===== src/rtl/div_unit.sv =====
// Multi-cycle 32-bit integer divider (DIV/DIVU/REM/REMU) for the EX stage.
// Restoring radix-2 on operand magnitudes, one quotient bit per cycle, then sign fix-up.
module div_unit (
    input  logic        clk,
    input  logic        rst,
    input  logic        start,
    input  logic [1:0]  op,
    input  logic [31:0] SrcA,
    input  logic [31:0] SrcB,
    input  logic        flush,
    output logic        busy,
    output logic        done,
    output logic [31:0] Result
);

    typedef enum logic [1:0] {IDLE, CALC, DONE} state_t;

    state_t      state_q, state_d;
    logic [32:0] rem_q, rem_d;
    logic [31:0] quo_q, quo_d;
    logic [31:0] dsr_q, dsr_d;
    logic [31:0] result_q, result_d;
    logic [5:0]  cnt_q, cnt_d;
    logic        rem_op_q, rem_op_d;
    logic        neg_q, neg_d;

    logic        sign_a, sign_b;
    logic [31:0] mag_a, mag_b;
    logic        div_zero, sgn_ovf, accept;
    logic [33:0] rem_sh, diff;
    logic [31:0] sel;

    always_comb begin
        sign_a   = ~op[0] & SrcA[31];
        sign_b   = ~op[0] & SrcB[31];
        mag_a    = sign_a ? -SrcA : SrcA;
        mag_b    = sign_b ? -SrcB : SrcB;
        div_zero = (SrcB == 32'd0);
        sgn_ovf  = ~op[0] & (SrcA == 32'h8000_0000) & (SrcB == 32'hFFFF_FFFF);
        accept   = (state_q == IDLE) & start & ~flush;
    end

    // State register and datapath flops share one async-reset process.
    // NOTE: sequential state uses non-blocking assignments only, so every flop samples pre-edge values.
    always_ff @(posedge clk or negedge rst) begin
        if (!rst) begin
            state_q  <= IDLE;
            rem_q    <= '0;
            quo_q    <= '0;
            dsr_q    <= '0;
            result_q <= '0;
            cnt_q    <= '0;
            rem_op_q <= 1'b0;
            neg_q    <= 1'b0;
        end else begin
            state_q  <= state_d;
            rem_q    <= rem_d;
            quo_q    <= quo_d;
            dsr_q    <= dsr_d;
            result_q <= result_d;
            cnt_q    <= cnt_d;
            rem_op_q <= rem_op_d;
            neg_q    <= neg_d;
        end
    end

    // Next-state logic.
    always_comb begin
        state_d = state_q;
        case (state_q)
            IDLE: if (accept) state_d = (div_zero | sgn_ovf) ? DONE : CALC;
            CALC: begin
                if (flush)                state_d = IDLE;
                else if (cnt_q == 6'd32)  state_d = DONE;
            end
            DONE:    state_d = IDLE;
            default: state_d = IDLE;
        endcase
    end

    // Datapath: capture, iterate, sign-correct.
    // NOTE: every variable gets a hold default up front so no path infers a latch.
    always_comb begin
        rem_d    = rem_q;
        quo_d    = quo_q;
        dsr_d    = dsr_q;
        result_d = result_q;
        cnt_d    = cnt_q;
        rem_op_d = rem_op_q;
        neg_d    = neg_q;
        rem_sh   = {rem_q, quo_q[31]};
        diff     = rem_sh - {2'b00, dsr_q};
        sel      = rem_op_q ? rem_q[31:0] : quo_q;

        if (accept) begin
            rem_d    = '0;
            quo_d    = mag_a;
            dsr_d    = mag_b;
            cnt_d    = '0;
            rem_op_d = op[1];
            neg_d    = op[1] ? sign_a : (sign_a ^ sign_b);
            if (div_zero)     result_d = op[1] ? SrcA : 32'hFFFF_FFFF;
            else if (sgn_ovf) result_d = op[1] ? 32'd0 : 32'h8000_0000;
        end else if (state_q == CALC && !flush) begin
            if (cnt_q != 6'd32) begin
                rem_d = diff[33] ? rem_sh[32:0] : diff[32:0];
                quo_d = {quo_q[30:0], ~diff[33]};
                cnt_d = cnt_q + 6'd1;
            end else begin
                result_d = neg_q ? -sel : sel;
            end
        end
    end

    // Outputs.
    always_comb begin
        busy   = (state_q != IDLE);
        done   = (state_q == DONE);
        Result = result_q;
    end

endmodule


===== config.mk =====
export PLATFORM = sky130hd
export DESIGN_NAME = div_unit
export DESIGN_NICKNAME = d
export VERILOG_FILES = /design/src/rtl/div_unit.sv
export SDC_FILE = /design/constraint.sdc
export NUM_CORES = 1
export LEC_CHECK = 0
export CAP_MARGIN = 20
export CORE_MARGIN = 3
export CORE_UTILIZATION = 40
export DETAILED_ROUTE_END_ITERATION = 12
export PLACE_DENSITY_LB_ADDON = 0.05
export SYNTH_ARGS = -nofsm -noshare
export SYNTH_HDL_FRONTEND = slang
export SYNTH_SLANG_ARGS = --single-unit

===== constraint.sdc =====
create_clock -name clk -period 9.3 [get_ports clk]
set_input_delay 2.325 -clock clk [delete_from_list [all_inputs] [get_ports clk]]
set_output_delay 2.325 -clock clk [all_outputs]
set_load 0.01 [all_outputs]

# == After elaboration in Yosys (flattened, before gate mapping) ==
# Index checks and enable logic that the tools add are counted.
# W data, S select, Z words.
# totals
rom_bits,0
in_bits,70
out_inout_bits,34
n_memories,0
ram_bits,0
latch_bits,0
reg_bits,139
# op_classes
bitwise_logic,11
n_mux,27
n_lt_le_gt_ge,0
n_addsub,5
mul,0
n_div,0
shift,0
reduce_logical,10
n_eq_ne,10
# op_table
cell,count
$mux W32,14
$mux W33,4
$neg A32 Y32,3
$eq A32 B32 Y1 const B,2
$sub A34 B32 Y34,1
$logic_not A32 Y1,1
$mux W6,3
$mux W2,4
$add A6 B1 Y6 const B,1
$and A1 B1 Y1,6
$eq A6 B6 Y1 const B,1
$ne A3 B3 Y1 const B,2
$ne A6 B6 Y1 const B,1
$reduce_bool A2 Y1,3
$ne A2 B2 Y1 const B,2
$pmux W2 S2,1
$reduce_and A2 Y1,2
$not A1 Y1,3
$reduce_and A3 Y1,1
$eq A2 B1 Y1 const B,1
$eq A2 B2 Y1 const B,1
$logic_not A2 Y1,1
$logic_and A1 B1 Y1,1
$logic_not A1 Y1,1
3 further kinds,3

# == Logic depth before layout (Yosys ltp) ==
# depth
word_depth,7
mapped_depth,15

# == Worst setup path before layout ==
# Ideal clock, no wire load.
# synth_timing
path_kind,input to register
start,in SrcB[11]
end,"reg result_q[12], in the netlist Result[12]"
required_time_ps,9175
path_buffers,1
arrival_time_ps,4334
path_slack_ps,4841
cell_stages,9
setup_ps,125
cell_sequence,or4_1 -> nor4_2 -> nand4_2 -> nor4_2 -> o21bai_1 -> a21oi_1 -> clkinv_1 -> buf_4 -> mux2_2
# synth_via
elab_chain_len,4
# synth_lines
element,line_no,source
from (decl),9,"input logic [31:0] SrcB,"
$eq A32 B32 Y1,39,sgn_ovf = ~op[0] & (SrcA == 32'h8000_0000) & (SrcB == 32'hFFFF_FFFF);
$and A1 B1 Y1,39,
$ne A3 B3 Y1 (no line),-,
$reduce_and A3 Y1 (no line),-,
to (signal assigned),60,result_q <= result_d;
to (decl),22,"logic [31:0] result_q, result_d;"
# Several ways; a longest one is shown, not always the timed one.
# A chain may end at the register's enable or synchronous reset.

# == Worst setup path in the final report ==
# layout_timing
start,in SrcB[11]
end,"reg result_q[5], in the netlist Result[5]"
# The elaborated chain is that of the path after synthesis.

==> results.sh <==
export IMPL_highest_layer="met4"
export IMPL_hold_depth=2
export IMPL_clock_path_buffers=2
export IMPL_ys_seq_elements=139
export IMPL_wl_met2_mm=13.34
export IMPL_reg2reg_depth=10
export IMPL_max_cap_violations=0
export IMPL_required_ns=9.61
export IMPL_drc=0
export IMPL_area_growth_pct=17.41
export IMPL_grt_pass1_wl_mm=51.07
export IMPL_die_h_um=169.1
export IMPL_root_buffer="clkbuf_16"
export IMPL_fin_area_mm2=0.01249
export IMPL_r2r_setup_slack_ns=5.37
export IMPL_synth_top_area_share_pct=32.69
export IMPL_cts_tree="built"
export IMPL_met1_length_mm=16.07
export IMPL_hpwl_mm=23.49
export IMPL_synthDistinctLibCells=71
export IMPL_place_gp_congestion=0.9072
export IMPL_rsz0062_at_grt="false"
export IMPL_ys_warnings_count=0
export IMPL_hold_buffers=0
export IMPL_path_class="in -> reg"
export IMPL_dieArea_mm2=0.02860
export IMPL_drt_vias_per_instance=5.680
export IMPL_overflow=0
export IMPL_ir_worst_vdd_mv=0.1839
export IMPL_wl_per_cell_um=18.50
export IMPL_synth_area_leader_cell="dfrtp_1"
export IMPL_cts_sinks=139
export IMPL_drt_pass1_iter_count=5
export IMPL_p_per_area_mw_per_mm2=266.1
export IMPL_nNetsFinal=1453
export IMPL_synthCells=1286
export IMPL_path_clk_slew_ns=0.06
export IMPL_min_to="dsr_q[15]"
export IMPL_cts_resized=0
export IMPL_core_area_mm2=0.02613
export IMPL_vias=9611
export IMPL_startpoint_type="primary input"
export IMPL_grt_max_degree=78
export IMPL_max_freq_mhz=185.5
export IMPL_arrival_ns=5.70
export IMPL_die_width_um=169.1
export IMPL_synth_edf_count=0
export IMPL_grt_pass1_vias=9331
export IMPL_start_util_pct=40.72
export IMPL_fin_skew_ns=0.01163
export IMPL_dp_worst_setup_slack_ns=3.460
export IMPL_hp_start="dsr_q[15]"
export IMPL_post_route_min_period_ns=5.390
export IMPL_drt_iter0_drc=788
export IMPL_tightest_slew_ns=1.026
export IMPL_fin_setup_tns_ns=0
export IMPL_htreeDepth=4
export IMPL_diodes=0
export IMPL_clk_latency_ns=0.43
export IMPL_syn_area_per_cell_um2=8.275
export IMPL_r2r_start="rem_op_q"
export IMPL_slew_viol_final=0
export IMPL_hold_class="reg -> reg"
export IMPL_async_reset_ff_share_pct=100.0
export IMPL_dr_wl_met3_mm=1.536
export IMPL_cts_made_buffers=17
export IMPL_synth_net_count=1395
export IMPL_post_cts_repair_setup_buffers=0
export IMPL_antenna_found_initial=0
export IMPL_place_area_mm2=0.01188
export IMPL_synth_area_mm2=0.01064
export IMPL_cp_max_fo=29
export IMPL_drive_above_1_share_pct=6.927
export IMPL_r2r_end="Result[24]"
export IMPL_ioPinCount=104
export IMPL_grtUsageTotal_pct=22.12
export IMPL_max_slew_margin_pct=30.97
export IMPL_rows=59
export IMPL_p_leak_nw=5.176
export IMPL_port_buffers=103
export IMPL_ant_nets=0
export IMPL_yosysSeqAreaShare_pct=32.69
export IMPL_post_route_period_util_pct=57.95
export IMPL_setup_violations_final=0
export IMPL_cp_end_kind="flop"
export IMPL_p_total_mw=3.325
export IMPL_netlist_top_cells_area="dfrtp_1, o21ai_0, nand2_1, ha_1, xnor2_1"
export IMPL_hold_viol=0
export IMPL_status="finished clean"
export IMPL_layout_setup_ws_ns=3.910
export IMPL_synthFlopType="dfrtp_1"
export IMPL_drt_total_wl_mm=31.31
-- Yosys cell counts (all sizes together), types with 12 or more instances --
cell type	instances
a21o	16
a21oi	76
a22oi	28
a31oi	15
and3	12
buf	18
clkbuf	59
dfrtp	139
ha	38
inv	51
mux2	26
mux2i	46
nand2	141
nand2b	12
nand3	49
nand4	22
nor2	63
nor3	26
nor4	16
o211ai	17
o21ai	181
o31ai	19
xnor2	54
xor2	54
-- cells by family (layout without fill, tap and decap cells) --
group           after synthesis  in the layout  synth area share, %
flops                       139            139                32.69
buf+inv                     129            200                4.903
mux                          72             72                7.078
simple gates                388            388                18.11
xor+xnor                    108            108                8.889
compound gates              411            411                23.68
fa+ha+maj                    39             39                4.656
-- area by class of cell --
type | instances | area [um2]
Multi-Input combinational cell | 1018 | 6663
Inverter | 52 | 195.2
Sequential cell | 139 | 3480
Clock buffer | 23 | 498.0
Fill cell | 2585 | 13640
Timing Repair Buffer | 116 | 1130
Tap cell | 335 | 419.2
Clock inverter | 9 | 110.1
-- worst max path at each step --
| stage | from | endpoint | slack (ns) | depth (start not counted) |
|---|---|---|---|---|
| finish | SrcB[11] | Result[5] | 3.91 | 11 |
| floorplan | SrcB[11] | Result[12] | 4.84 | 9 |
| global route | SrcB[11] | Result[2] | 3.64 | 11 |
| global placement | SrcB[11] | Result[2] | 3.55 | 11 |
| detailed placement | SrcB[11] | Result[5] | 3.46 | 11 |
| CTS | SrcB[11] | Result[5] | 3.91 | 11 |
-- critical path: stages --
cell and delay [ns]:
clkdlybuf4s50_1 0.49, or4_1 0.59, nor4_2 0.24, nand4_2 0.28, nor4_2 0.22, buf_4 0.26, o21bai_1 0.18, a21oi_2 0.09
buf_4 0.24, clkinv_1 0.37, mux2_2 0.39
-- cell usage in the layout (no fill, tap or decap), drive strengths merged, types with 5 or more instances in the layout --
master         netlist  layout
nor2                63      63
nor2b                7       7
clkbuf              59      23
and3                12      12
inv                 51      52
nor3                26      26
mux2                26      26
o31ai               19      19
o211ai              17      17
xor2                54      54
a21o                16      16
buf                 18      14
nand2              141     141
a21boi               8       8
nand2b              12      12
a21oi               76      76
o21a                 6       6
a211oi               6       6
xnor2               54      54
nor3b                8       8
or3                  5       5
nand3               49      49
ha                  38      38
or4                  6       6
dfrtp              139     139
o21bai               7       7
clkdlybuf4s50        0     102
a22oi               28      28
a31oi               15      15
o21ai              181     181
nor4                16      16
nand4               22      22
o41ai                8       8
mux2i               46      46
and2                 9       9
-- flip-flops by register name, indices dropped and copies added (netlist names) --
register  cells
state_q       2
rem_q        33
Result       32
neg_q         1
cnt_q         6
dsr_q        32
rem_op_q      1
quo_q        32
-- through the flow --
stage                     util [%]  hold slack [ns]  instances
final                        47.81           0.4760       1692
after global routing         47.81           0.5059       1692
after CTS                    47.78           0.4851       1691
after detailed placement     45.46           0.4709       1659
after global placement       45.46           0.4614       1659
after floorplan                  -           0.4498       1286
-- report_power, final --
part	internal [mW]	total [mW]	leakage, nW	switching, mW
sequential	0.736	0.911	1.81	0.175
combinational	0.710	1.71	3.07	0.998
clock	0.431	0.706	0.292	0.275
total	1.88	3.33	5.18	1.45
-- per-layer routing --
metal,up-vias,track usage [%]
met5,-,0
met4,0,5.085
met3,23,3.083
met2,252,33.71
met1,4557,33.35
li1,4779,-
Power figures use the tool's default switching activity.
